--- config.mk ---
export PLATFORM = sky130hd
export DESIGN_NAME = timing_sequencer_flat
export DESIGN_NICKNAME = d
export VERILOG_FILES = /design/src/rtl/sequencer_pkg.sv /design/src/rtl/timing_sequencer_if.sv /design/src/rtl/onehot_decoder.sv /design/src/rtl/timing_sequencer.sv /design/src/flat_wrapper.sv
export SDC_FILE = /design/constraint.sdc
export NUM_CORES = 1
export LEC_CHECK = 0
export ABC_CLOCK_PERIOD_IN_PS = 5970
export CORE_MARGIN = 2
export CORE_UTILIZATION = 43
export CTS_BUF_LIST = sky130_fd_sc_hd__clkbuf_8
export DETAILED_ROUTE_END_ITERATION = 7
export PLACE_DENSITY = 0.81
export SKIP_LAST_GASP = 1
export SLEW_MARGIN = 20
export SYNTH_ARGS = -nofsm -noshare
export SYNTH_HDL_FRONTEND = slang
export SYNTH_SLANG_ARGS = --single-unit
--- constraint.sdc ---
create_clock -name CLK -period 5.97 [get_ports CLK]
set_input_delay 1.791 -clock CLK [delete_from_list [all_inputs] [get_ports CLK]]
set_output_delay 1.791 -clock CLK [all_outputs]
set_load 0.05 [all_outputs]
--- src/rtl/sequencer_pkg.sv ---
// ----------------------------------------------------------------------------
// sequencer_pkg
// Shared definitions for the timing sequencer slice.
//   STATES_DEFAULT : default number of timing states (T0..T15)
//   T0_ONEHOT      : one-hot value of state T0, sized by the user with a cast
//   clog2()        : ceiling log2, used to derive the count width from STATES
// ----------------------------------------------------------------------------
package sequencer_pkg;

    localparam int          STATES_DEFAULT = 16;
    localparam int unsigned T0_ONEHOT      = 1;

    // Ceiling log2 for n >= 2 (clog2(2) = 1, clog2(16) = 4, clog2(256) = 8).
    function automatic int clog2(input int n);
        int r;
        r = 0;
        for (int v = n - 1; v > 0; v = v >> 1) begin
            r = r + 1;
        end
        return r;
    endfunction

endpackage

--- src/rtl/timing_sequencer_if.sv ---
// ----------------------------------------------------------------------------
// timing_sequencer_if
// Bundles the control inputs and timing outputs of timing_sequencer.
//   master : control-logic side; drives SC_CLR, INR, LD, LD_VAL, TC and
//            observes SC, T, WRAP, ERR
//   slave  : the sequencer itself
// Signalling: there is no valid/ready handshake. Every input is a level that
// is sampled on each rising clock edge; every output is a register that
// changes only on that edge (or on asynchronous reset).
// ----------------------------------------------------------------------------
interface timing_sequencer_if
    import sequencer_pkg::*;
#(
    parameter int STATES = STATES_DEFAULT,
    parameter int W      = clog2(STATES)
);

    logic              SC_CLR;
    logic              INR;
    logic              LD;
    logic [W-1:0]      LD_VAL;
    logic [W-1:0]      TC;
    logic [W-1:0]      SC;
    logic [STATES-1:0] T;
    logic              WRAP;
    logic              ERR;

    modport master (
        output SC_CLR, INR, LD, LD_VAL, TC,
        input  SC, T, WRAP, ERR
    );

    modport slave (
        input  SC_CLR, INR, LD, LD_VAL, TC,
        output SC, T, WRAP, ERR
    );

endinterface

--- src/rtl/onehot_decoder.sv ---
// ----------------------------------------------------------------------------
// onehot_decoder
// Purely combinational index-to-one-hot decoder. The sequencer feeds it the
// next-state count so that T is registered on the same edge as SC.
//   idx    : in  clog2(N) bits, index to decode (0..N-1)
//   onehot : out N bits, bit idx set, all others clear
// ----------------------------------------------------------------------------
module onehot_decoder
    import sequencer_pkg::*;
#(
    parameter int N = 2
) (
    input  logic [clog2(N)-1:0] idx,
    output logic [N-1:0]        onehot
);

    always_comb begin
        onehot = '0;
        for (int i = 0; i < N; i++) begin
            onehot[i] = (int'(idx) == i);
        end
    end

endmodule

--- src/rtl/timing_sequencer.sv ---
// ----------------------------------------------------------------------------
// timing_sequencer
// Configurable-depth sequence counter with one-hot timing outputs for the
// basic-computer control unit.
//   CLK : system clock, rising edge
//   CLR : asynchronous active-high reset (SC=0, T=T0, WRAP=0, ERR=0)
//   bus : timing_sequencer_if.slave
//         SC_CLR  synchronous clear          INR  advance enable
//         LD      synchronous load of LD_VAL TC   terminal state
//         SC      registered count           T    registered one-hot of SC
//         WRAP    pulse in the cycle after a wrap
//         ERR     sticky flag for an out-of-range load
// Edge priority: CLR > SC_CLR > LD > INR > hold.
// ----------------------------------------------------------------------------
module timing_sequencer
    import sequencer_pkg::*;
#(
    parameter int STATES = STATES_DEFAULT
) (
    input logic               CLK,
    input logic               CLR,
    timing_sequencer_if.slave bus
);

    localparam int              W        = clog2(STATES);
    // One extra bit so STATES itself is representable (e.g. 256 with W=8).
    localparam logic [W:0]      STATES_X = (W+1)'(STATES);
    localparam logic [W-1:0]    LAST_IDX = W'(STATES - 1);
    localparam logic [W-1:0]    ONE      = W'(1);

    logic [W-1:0]      sc_q;
    logic [W-1:0]      sc_next;
    logic [W-1:0]      tc_eff;
    logic [STATES-1:0] t_q;
    logic [STATES-1:0] t_next;
    logic              wrap_q;
    logic              wrap_next;
    logic              err_q;
    logic              err_next;
    logic              ld_legal;

    // A terminal count beyond the last state behaves as the last state.
    always_comb begin
        tc_eff   = ({1'b0, bus.TC} >= STATES_X) ? LAST_IDX : bus.TC;
        ld_legal = ({1'b0, bus.LD_VAL} < STATES_X) && (bus.LD_VAL <= tc_eff);
    end

    // Next-state selection. An illegal load still wins over INR so the
    // count holds in that cycle; it only raises ERR.
    always_comb begin
        sc_next   = sc_q;
        wrap_next = 1'b0;
        err_next  = err_q;
        if (bus.SC_CLR) begin
            sc_next = '0;
        end else if (bus.LD) begin
            if (ld_legal) begin
                sc_next = bus.LD_VAL;
            end else begin
                err_next = 1'b1;
            end
        end else if (bus.INR) begin
            // ">=" rather than "==" so a TC lowered below the current count
            // at runtime still returns the sequence to T0 on the next advance.
            if (sc_q < tc_eff) begin
                sc_next = sc_q + ONE;
            end else begin
                sc_next   = '0;
                wrap_next = 1'b1;
            end
        end
    end

    // Decode the next count so T and SC are registered together and T never
    // lags SC by a cycle.
    onehot_decoder #(
        .N (STATES)
    ) u_decoder (
        .idx    (sc_next),
        .onehot (t_next)
    );

    always_ff @(posedge CLK or posedge CLR) begin
        if (CLR) begin
            sc_q   <= '0;
            t_q    <= STATES'(T0_ONEHOT);
            wrap_q <= 1'b0;
            err_q  <= 1'b0;
        end else begin
            sc_q   <= sc_next;
            t_q    <= t_next;
            wrap_q <= wrap_next;
            err_q  <= err_next;
        end
    end

    assign bus.SC   = sc_q;
    assign bus.T    = t_q;
    assign bus.WRAP = wrap_q;
    assign bus.ERR  = err_q;

endmodule

--- src/flat_wrapper.sv ---
// flat-port wrapper written by rule: the top's interface ports become plain ports
module timing_sequencer_flat import sequencer_pkg::*;
#(
    parameter int STATES = STATES_DEFAULT
)
  (CLK, CLR, bus_SC_CLR, bus_INR, bus_LD, bus_LD_VAL, bus_TC, bus_SC, bus_T, bus_WRAP, bus_ERR);
  timing_sequencer_if #(.STATES(STATES)) bus_i ();
  input logic CLK;
  input logic CLR;
  input wire logic [$bits(bus_i.SC_CLR)-1:0] bus_SC_CLR;
  input wire logic [$bits(bus_i.INR)-1:0] bus_INR;
  input wire logic [$bits(bus_i.LD)-1:0] bus_LD;
  input wire logic [$bits(bus_i.LD_VAL)-1:0] bus_LD_VAL;
  input wire logic [$bits(bus_i.TC)-1:0] bus_TC;
  output wire logic [$bits(bus_i.SC)-1:0] bus_SC;
  output wire logic [$bits(bus_i.T)-1:0] bus_T;
  output wire logic [$bits(bus_i.WRAP)-1:0] bus_WRAP;
  output wire logic [$bits(bus_i.ERR)-1:0] bus_ERR;
  assign bus_i.SC_CLR = bus_SC_CLR;
  assign bus_i.INR = bus_INR;
  assign bus_i.LD = bus_LD;
  assign bus_i.LD_VAL = bus_LD_VAL;
  assign bus_i.TC = bus_TC;
  assign bus_SC = bus_i.SC;
  assign bus_T = bus_i.T;
  assign bus_WRAP = bus_i.WRAP;
  assign bus_ERR = bus_i.ERR;
  timing_sequencer #(.STATES(STATES)) u_core (.CLK(CLK), .CLR(CLR), .bus(bus_i));
endmodule
[Word level (Yosys, flattened, before mapping)]
Cells that the tools add are included.
Storage, ports and cells
  register bits: 22
  output and inout port bits: 22
  logic and storage cells: 35
Operators by class
  add/sub/neg operators: 1
  magnitude comparators: 2
  eq/ne operators: 15
  multiplexer cells: 9
  bitwise gates (word level): 2
  reductions and logical operators: 2
Operators by type and width (number)
  4-bit equality test, second input constant: 8
  4-bit two-way mux: 5
  4-bit by 3-bit equality test with 1-bit output, second input constant: 4
  4-bit by 2-bit equality test with 1-bit output, second input constant: 2
  4-bit by 1-bit adder with 4-bit output, second input constant: 1
  4-bit by 1-bit equality test with 1-bit output, second input constant: 1
  4-bit <= comparator: 1
  4-bit logical NOT: 1
  4-bit less-than comparator: 1
  1-bit two-way mux: 4
  3-bit AND reduction: 1
  1-bit NOT: 2

[Longest topological paths before layout]
Gate-level depths: netlist (run 1).
  depth in word-level cells: 6
  depth in mapped cells: 9

[Modules after synthesis]
From an unflattened synthesis (run 1), not the netlist that was laid out.
Second synthesis, totals
  cell total of the unflattened synthesis: 111
  area, all modules: 1320.0 um^2
By module, submodules not included
  timing_sequencer: instances 1, cells an instance 91, area each 1093.5 um^2
  onehot_decoder: instances 1, cells an instance 20, area each 226.5 um^2

[Worst setup path after synthesis (run 1)]
Ideal clock, no wire load.
  kind: input to register
  start: input bus_TC[1]
  end: register u_core.t_q[13] (netlist: u_core.bus.T[13])
  arrival time: 3.616 ns
  path slack: 2.257 ns
  cell stages on the path: 8
  buffers on the path: 1
  path through: inv_1 > ha_1 > nor2b_1 > o31ai_1 > nor3_1 > or4_4 > buf_6 > nor4_2
On the way
  cells in the longest elaborated chain, start to end: 6
  elaborated cells between the ends (all ways): 8
Ends and longest elaborated chain
  from (decl): line flat_wrapper.sv:14  | input wire logic [$bits(bus_i.TC)-1:0] bus_TC;
  4-bit less-than comparator: line timing_sequencer.sv:65  | if (sc_q < tc_eff) begin
  4-bit two-way mux: line timing_sequencer.sv:65
  4-bit two-way mux: line timing_sequencer.sv:62  | end else if (bus.INR) begin
  4-bit two-way mux *: line timing_sequencer.sv:56  | end else if (bus.LD) begin
  4-bit two-way mux *: line timing_sequencer.sv:54  | if (bus.SC_CLR) begin
  4-bit by 3-bit equality test with 1-bit output *: line onehot_decoder.sv:20  | onehot[i] = (int'(idx) == i);
  net u_core.t_next[13]: line timing_sequencer.sv:35  | logic [STATES-1:0] t_next;
  to (signal assigned): line timing_sequencer.sv:86  | t_q <= STATES'(T0_ONEHOT);
  to (signal assigned): line timing_sequencer.sv:91  | t_q <= t_next;
  to (decl): line timing_sequencer.sv:34  | logic [STATES-1:0] t_q;
Mark *: on every way through the listed nets, which the timed path passes. The rest lies on a longest branch.
A chain may end at the register's enable or synchronous reset.

[Worst setup path after layout (run 1)]
  start: input bus_TC[1]
  end: register u_core.t_q[2] (netlist: u_core.bus.T[2])
On the way
  cells in the longest elaborated chain, start to end: 6
  elaborated cells between the ends (all ways): 8
Ends and longest elaborated chain
  4-bit less-than comparator: line timing_sequencer.sv:65
  4-bit two-way mux: line timing_sequencer.sv:65
  4-bit two-way mux: line timing_sequencer.sv:62
  4-bit two-way mux *: line timing_sequencer.sv:56
  4-bit two-way mux *: line timing_sequencer.sv:54
  net u_core.sc_next[3]: line timing_sequencer.sv:32  | logic [W-1:0] sc_next;
  4-bit by 3-bit equality test with 1-bit output *: line onehot_decoder.sv:20
  net u_core.t_next[2]: line timing_sequencer.sv:35
Marked as above.

==> metrics.yaml, run 1 <==
finish:
  flow.area_growth_from_synthesis_pct: 30.49
  final_nets: 171
  filler_cell_count: 236
  antennaDiodeCount: 0
  final-seq-area_sq_um: 551.8
  multi_input_comb_area_sq_um: 684.4
  most-common-layout-cells: "clkdlybuf4s50_1 (34), dfrtp_1 (21), nor4_2 (12)"
  final_cells: 180
  fraction_of_layout_cells_with_a_size_suffix_above_1_pct: 17.45
  final_design_area_no_fill_sq_um: 1703
  final_common_cell: "clkdlybuf4s50_1"
  final_core_util_pct: 60.19
synthesis:
  async_flop_share_pct: 100.0
  synth.avg_cell_area_sq_um: 11.35
  ys_warn_count: 0
  synth_top_flop_cell: "dfrtp_1"
  synth.area.top_cells: "dfrtp_1 (40%), nor4_2 (12%), ha_1 (7.7%)"
  synth_enable_flop_cells: 0
  ys_seq_area_share_pct: 42.28
  synth_area_leader_cell: "dfrtp_1"
  post_synth_instance_area_sq_um: 1305
  synth_seq_cells: 22
  synth_cell_types: 40
  synthDominantCellAreaShare_pct: 40.27
  syn_inst: 115
  number_of_nets_in_the_synthesized_netlist: 136
drt:
  via_count: 1084
  antenna_left: 0
  detailedRoute.firstPassIterationCount: 4
  postRouteWirelength_um: 3175
  drt-initial-drc-count: 34
  avgViaCountPerCell: 6.022
  drt-wirelength-per-cell_um: 17.64
  drc: 0
sta:
  worst_case_clock_skew_ns: 0.003285
  finalCriticalPeriod_ns: 4.261
  final-hold-violation-count: 0
  final_min_period_over_clock_period_pct: 71.38
  fin_worst_hold_slack_ns: 0.4826
  tightest_slew_ns: 0.7630
  number_of_max_slew_violations_in_the_final_report: 0
  post-route-worst-setup-slack_ns: 1.709
  worst_slew_margin_rel_pct: 49.07
  setup-violations-final: 0
  grt_setup_unrepaired: "no"
  timing.setup.tns_ns: 0
  maxClockFrequency_ghz: 0.2347
critical_path:
  critPathLaunchType: "input pin"
  crit_path_cell_trace: "clkdlybuf4s50_1 -> inv_1 -> ha_1 -> nor2b_1 -> o31ai_1 -> nor3_1 -> or4_1 -> inv_4 -> nor4_1"
  crit-reg2reg-capture: "u_core.bus.T[2]"
  critical_path.top_delay_family: "simple AND/OR/NAND/NOR gates"
  cp_max_fo: 9
  max_stage_delay_ns: 0.79
  rrSetupSlack_ns: 3.37
  criticalPathCategory: "input pin to flop"
  cp_num_buf_inv: 3
  end_kind: "flop"
  timing.reg2reg.worst_path_depth: 7
  worst_ep_required_time_ns: 6.11
  cp.arrival_ns: 4.40
  slowest_stage: "or4_1"
  regToRegStartpoint: "u_core.bus.SC[2]"
floorplanning:
  die_width_um: 59.09
  vertical_die_dimension_um: 59.09
  design.portCount: 35
  floorplan.die_area_sq_um: 3492
  core_area_sq_um: 2829
  floorplan.rows: 19
  initial_core_util_pct: 46.13
cts:
  cts_max_path_buffers: 2
  cts.clk_slew.worst_paths_ns: 0.07
  tritoncts: "done"
  post_cts_setup_buffer_count: 0
  h-tree-depth: 1
  cts.sink_count: 22
  cts_hold_buf: 0
  postCtsResizedCells: 0
  ctsRootBufferMaster: "clkbuf_8"
  insertion_delay_ns: 0.26
  cts_made_buffers: 3
global_route:
  grt_usage_pct: 20.40
  grt_first_pass_wirelength_um: 5375
  globalRoute.totalOverflow: 0
  initial_antenna_violation_count: 0
  first_global_vias: 1087
  grt_start_max_net_pins: 23
min_path:
  holdPathEnd: "u_core.bus.ERR"
  min-delay-start: "u_core.bus.ERR"
  hold_depth: 2
  hp-class: "flop to flop"
outcome:
  status: "finished clean"
job:
  max_cap_violations: 0
placed_design:
  gp_routability_congestion: 0.8988
  dpl_cell_area_sq_um: 1658
  detailedPlace.worstSlack_ns: 1.463
  hpwlAfterDp_um: 2280
  port-buffer-count: 34
  dp.cells: 176
power:
  totalPowerFinal_mw: 0.4113
  irDropWorstVdd_mv: 0.2089
  cellLeakagePower_nw: 0.7057
  powerDensity_nw_per_um2: 241.5
cell families after synthesis:
kind of cell | after synthesis | share of synthesized area (%)
fa+ha+maj | 8 | 7.670
buf+inv | 14 | 5.273
flops | 22 | 42.28
simple gates | 51 | 31.54
mux | 2 | 1.534
xor+xnor | 2 | 1.343
compound gates | 16 | 10.36
registers in the layout, summed over array words and instances (netlist names):
name,count
u_core.bus.SC,4
u_core.bus.ERR,1
u_core.bus.WRAP,1
u_core.bus.T,16
worst max-delay path by stage:
stage                   start          endpoint  slack [ns]  depth (start not counted)
global placement    bus_TC[1]   u_core.bus.T[1]        1.56                          9
global route        bus_TC[1]   u_core.bus.T[8]        1.51                          8
detailed placement  bus_TC[1]   u_core.bus.T[1]        1.46                          9
finish              bus_TC[1]   u_core.bus.T[2]        1.71                          9
CTS                 bus_TC[1]   u_core.bus.T[8]        1.69                          8
floorplan           bus_TC[1]  u_core.bus.T[13]        2.26                          8
per-layer routing:
metal	wire [um]	vias up	GRT usage, %	part of all wire, %
li1	-	506	-	-
met1	1359	547	26.65	43
met2	1656	29	35.71	52
met3	129	2	3.275	4.1
met4	29	0	4.221	0.91
met5	0	-	0	0
Yosys cell counts, types with 2 or more instances:
| cell | number |
|---|---|
| a21oi_1 | 2 |
| dfrtp_1 | 21 |
| ha_1 | 8 |
| inv_1 | 6 |
| inv_2 | 2 |
| inv_4 | 2 |
| mux2i_1 | 2 |
| nand2_1 | 3 |
| nand2b_1 | 4 |
| nand4_1 | 2 |
| nand4_2 | 2 |
| nand4b_1 | 3 |
| nor2_1 | 3 |
| nor2b_1 | 4 |
| nor3_1 | 6 |
| nor4_1 | 4 |
| nor4_2 | 12 |
| o21ai_0 | 2 |
| o221ai_1 | 2 |
| o31ai_1 | 2 |
| or3_1 | 2 |
| or4b_1 | 2 |
| xnor2_1 | 2 |
cell type report:
type                       count  area share [%]
clock inverter                 1          0.2204
multi-input combinational     79           40.19
sequential                    22           32.40
clock buffer                   3           2.425
inverter                      10           2.498
tap                           31           2.278
timing repair buffer          34           19.99
worst register-to-register path, cell delays in order, from the launching register on:
cell,delay (ns)
dfrtp_1,0.46
ha_1,0.34
nor3_1,0.05
or4b_1,0.53
o21bai_1,0.20
or4_1,0.49
inv_4,0.14
nor4_1,0.29
power breakdown:
part	leakage (nW)	total, mW	internal (mW)	switching (mW)
combinational	0.387	0.151	0.0538	0.0972
sequential	0.292	0.169	0.160	0.00921
clock	0.0269	0.0915	0.0459	0.0456
total	0.706	0.411	0.259	0.152
Power figures use the tool's default switching activity.
==> run 2, diff against run 1 <==
--- a/config.mk
+++ b/config.mk
@@ -5,12 +5,12 @@
 export SDC_FILE = /design/constraint.sdc
 export NUM_CORES = 1
 export LEC_CHECK = 0
-export ABC_CLOCK_PERIOD_IN_PS = 5970
+export ABC_CLOCK_PERIOD_IN_PS = 3900
 export CORE_MARGIN = 2
 export CORE_UTILIZATION = 43
 export CTS_BUF_LIST = sky130_fd_sc_hd__clkbuf_8
 export DETAILED_ROUTE_END_ITERATION = 7
-export PLACE_DENSITY = 0.81
+export PLACE_DENSITY = 0.84
 export SKIP_LAST_GASP = 1
 export SLEW_MARGIN = 20
 export SYNTH_ARGS = -nofsm -noshare
==> constraint.sdc (replaced) <==
create_clock -name CLK -period 3.9 [get_ports CLK]
set_input_delay 1.17 -clock CLK [delete_from_list [all_inputs] [get_ports CLK]]
set_output_delay 1.17 -clock CLK [all_outputs]
set_load 0.05 [all_outputs]
==> run 2 against run 1 <==
  * Clock skew grew 0.0045 ns
  * Clock-buffer cell count is the same
  * First-iteration DRC count is 18% higher
  * Critical path depth is 1 lower
==> metrics.yaml, run 2 (same netlist as run 1, synthesis figures left out) <==
drt:
  via_count: 1087
  drc: 0
  avgViaCountPerCell: 5.908
  drt-wirelength-per-cell_um: 16.39
  antenna_left: 0
  postRouteWirelength_um: 3016
  drt-initial-drc-count: 40
  detailedRoute.firstPassIterationCount: 4
sta:
  worst_slew_margin_rel_pct: 48.72
  fin_worst_hold_slack_ns: 0.4873
  timing.setup.tns_ns: 0
  final_min_period_over_clock_period_pct: 91.11
  number_of_max_slew_violations_in_the_final_report: 0
  final-hold-violation-count: 0
  setup-violations-final: 0
  grt_setup_unrepaired: "no"
  worst_case_clock_skew_ns: 0.007741
  tightest_slew_ns: 0.7684
  maxClockFrequency_ghz: 0.2814
  finalCriticalPeriod_ns: 3.553
  post-route-worst-setup-slack_ns: 0.3466
floorplanning:
  floorplan.die_area_sq_um: 3492
  vertical_die_dimension_um: 59.09
  die_width_um: 59.09
  initial_core_util_pct: 46.13
  floorplan.rows: 19
  design.portCount: 35
  core_area_sq_um: 2829
critical_path:
  timing.reg2reg.worst_path_depth: 8
  criticalPathCategory: "input pin to flop"
  cp.arrival_ns: 3.71
  max_stage_delay_ns: 0.67
  cp_num_buf_inv: 2
  end_kind: "flop"
  crit_path_cell_trace: "clkdlybuf4s50_1 -> inv_1 -> ha_1 -> nor2b_1 -> o31ai_1 -> nor3_1 -> or4_4 -> nor4_2"
  worst_ep_required_time_ns: 4.05
  critical_path.top_delay_family: "simple AND/OR/NAND/NOR gates"
  worst-path-stages: 8
  slowest_stage: "or4_4"
  cp_max_fo: 9
  critPathLaunchType: "input pin"
global_route:
  first_global_vias: 1047
  grt_start_max_net_pins: 23
  groute.layer.met3.usage_pct: 3.712
  grt_usage_pct: 18.44
  initial_antenna_violation_count: 0
  grt_first_pass_wirelength_um: 4905
  global_routing_s_busiest_layer: "met2"
  globalRouteMet2Util_pct: 32.22
  grtUsageMet1_pct: 23.52
  globalRoute.totalOverflow: 0
power:
  combinationalPowerShare_pct: 33.6
  sw_frac_of_total_pct: 32.99
  cellInternalPower_mw: 0.4677
  cellLeakagePower_nw: 0.7325
  powerDensity_nw_per_um2: 396.8
  p_clk_share_pct: 29.4
  totalPowerFinal_mw: 0.6980
  irDropWorstVdd_mv: 0.2566
  seqPwrFrac_pct: 37.0
  power_switching_mw: 0.2303
finish:
  final_core_util_pct: 62.18
  final-seq-area_sq_um: 551.8
  final_cells: 184
  filler_cell_count: 228
  fraction_of_layout_cells_with_a_size_suffix_above_1_pct: 20.26
  final_common_cell: "clkdlybuf4s50_1"
  most-common-layout-cells: "clkdlybuf4s50_1 (34), dfrtp_1 (21), nor4_2 (12)"
  final_nets: 175
  largest_register_ff_count: 16
  final_design_area_no_fill_sq_um: 1759
  antennaDiodeCount: 0
  multi_input_comb_area_sq_um: 684.4
  flow.area_growth_from_synthesis_pct: 34.80
placed_design:
  detailedPlace.worstSlack_ns: 0.1231
  dp.cells: 180
  port-buffer-count: 34
  hpwlAfterDp_um: 2194
  gp_routability_congestion: 0.9541
  dpl_cell_area_sq_um: 1688
cts:
  cts.clk_slew.worst_paths_ns: 0.08
  tritoncts: "done"
  cts_max_path_buffers: 2
  cts.sink_count: 22
  h-tree-depth: 1
  ctsRootBufferMaster: "clkbuf_8"
  post_cts_setup_buffer_count: 0
  insertion_delay_ns: 0.26
  cts_hold_buf: 0
  cts_made_buffers: 3
  postCtsResizedCells: 0
min_path:
  hp-class: "flop to flop"
  hold_depth: 2
outcome:
  status: "finished clean"
job:
  max_cap_violations: 0
-- run 2: worst paths after layout --
check	start	to	slack, ns
max reg2reg	u_core.bus.SC[2]	u_core.bus.T[3]	1.49
min reg2reg	u_core.bus.ERR	u_core.bus.ERR	0.49
max in group asynchronous	CLR	u_core.bus.SC[3]	2.07
max	bus_TC[1]	u_core.bus.T[12]	0.35
min	u_core.bus.ERR	u_core.bus.ERR	0.49
min in group asynchronous	CLR	u_core.bus.T[2]	1.35
-- run 2: routing by layer --
layer | vias to the layer above | share of wire [%]
li1 | 516 | -
met4 | 0 | 0.27
met1 | 539 | 45
met2 | 30 | 49
met5 | - | 0
met3 | 2 | 5.4
-- run 2: area by class of cell --
cell class,instances,share of cell area [%]
well taps,31,2.205
multi-input cells,79,38.90
repair buffers,38,21.05
clock inverters,1,1.707
flip-flops and latches,22,31.37
clock buffers,3,2.347
inverters,10,2.418
-- run 2: worst min-delay path: stages (launching register included) --
cell	delay, ns
dfrtp_1	0.36
inv_1	0.04
o31ai_1	0.05
-- run 2: power by group through the flow --
| stage | registers [mW] | clock network (mW) | logic, mW |
|---|---|---|---|
| 6_report | 0.258 | 0.205 | 0.235 |
| 5_1_grt | 0.260 | 0.218 | 0.250 |
| 4_1_cts | 0.258 | 0.209 | 0.235 |
| 3_5_place_dp | 0.262 | 0 | 0.234 |
| 3_3_place_gp | 0.262 | 0 | 0.229 |
| 2_1_floorplan | 0.312 | 0 | 0.111 |
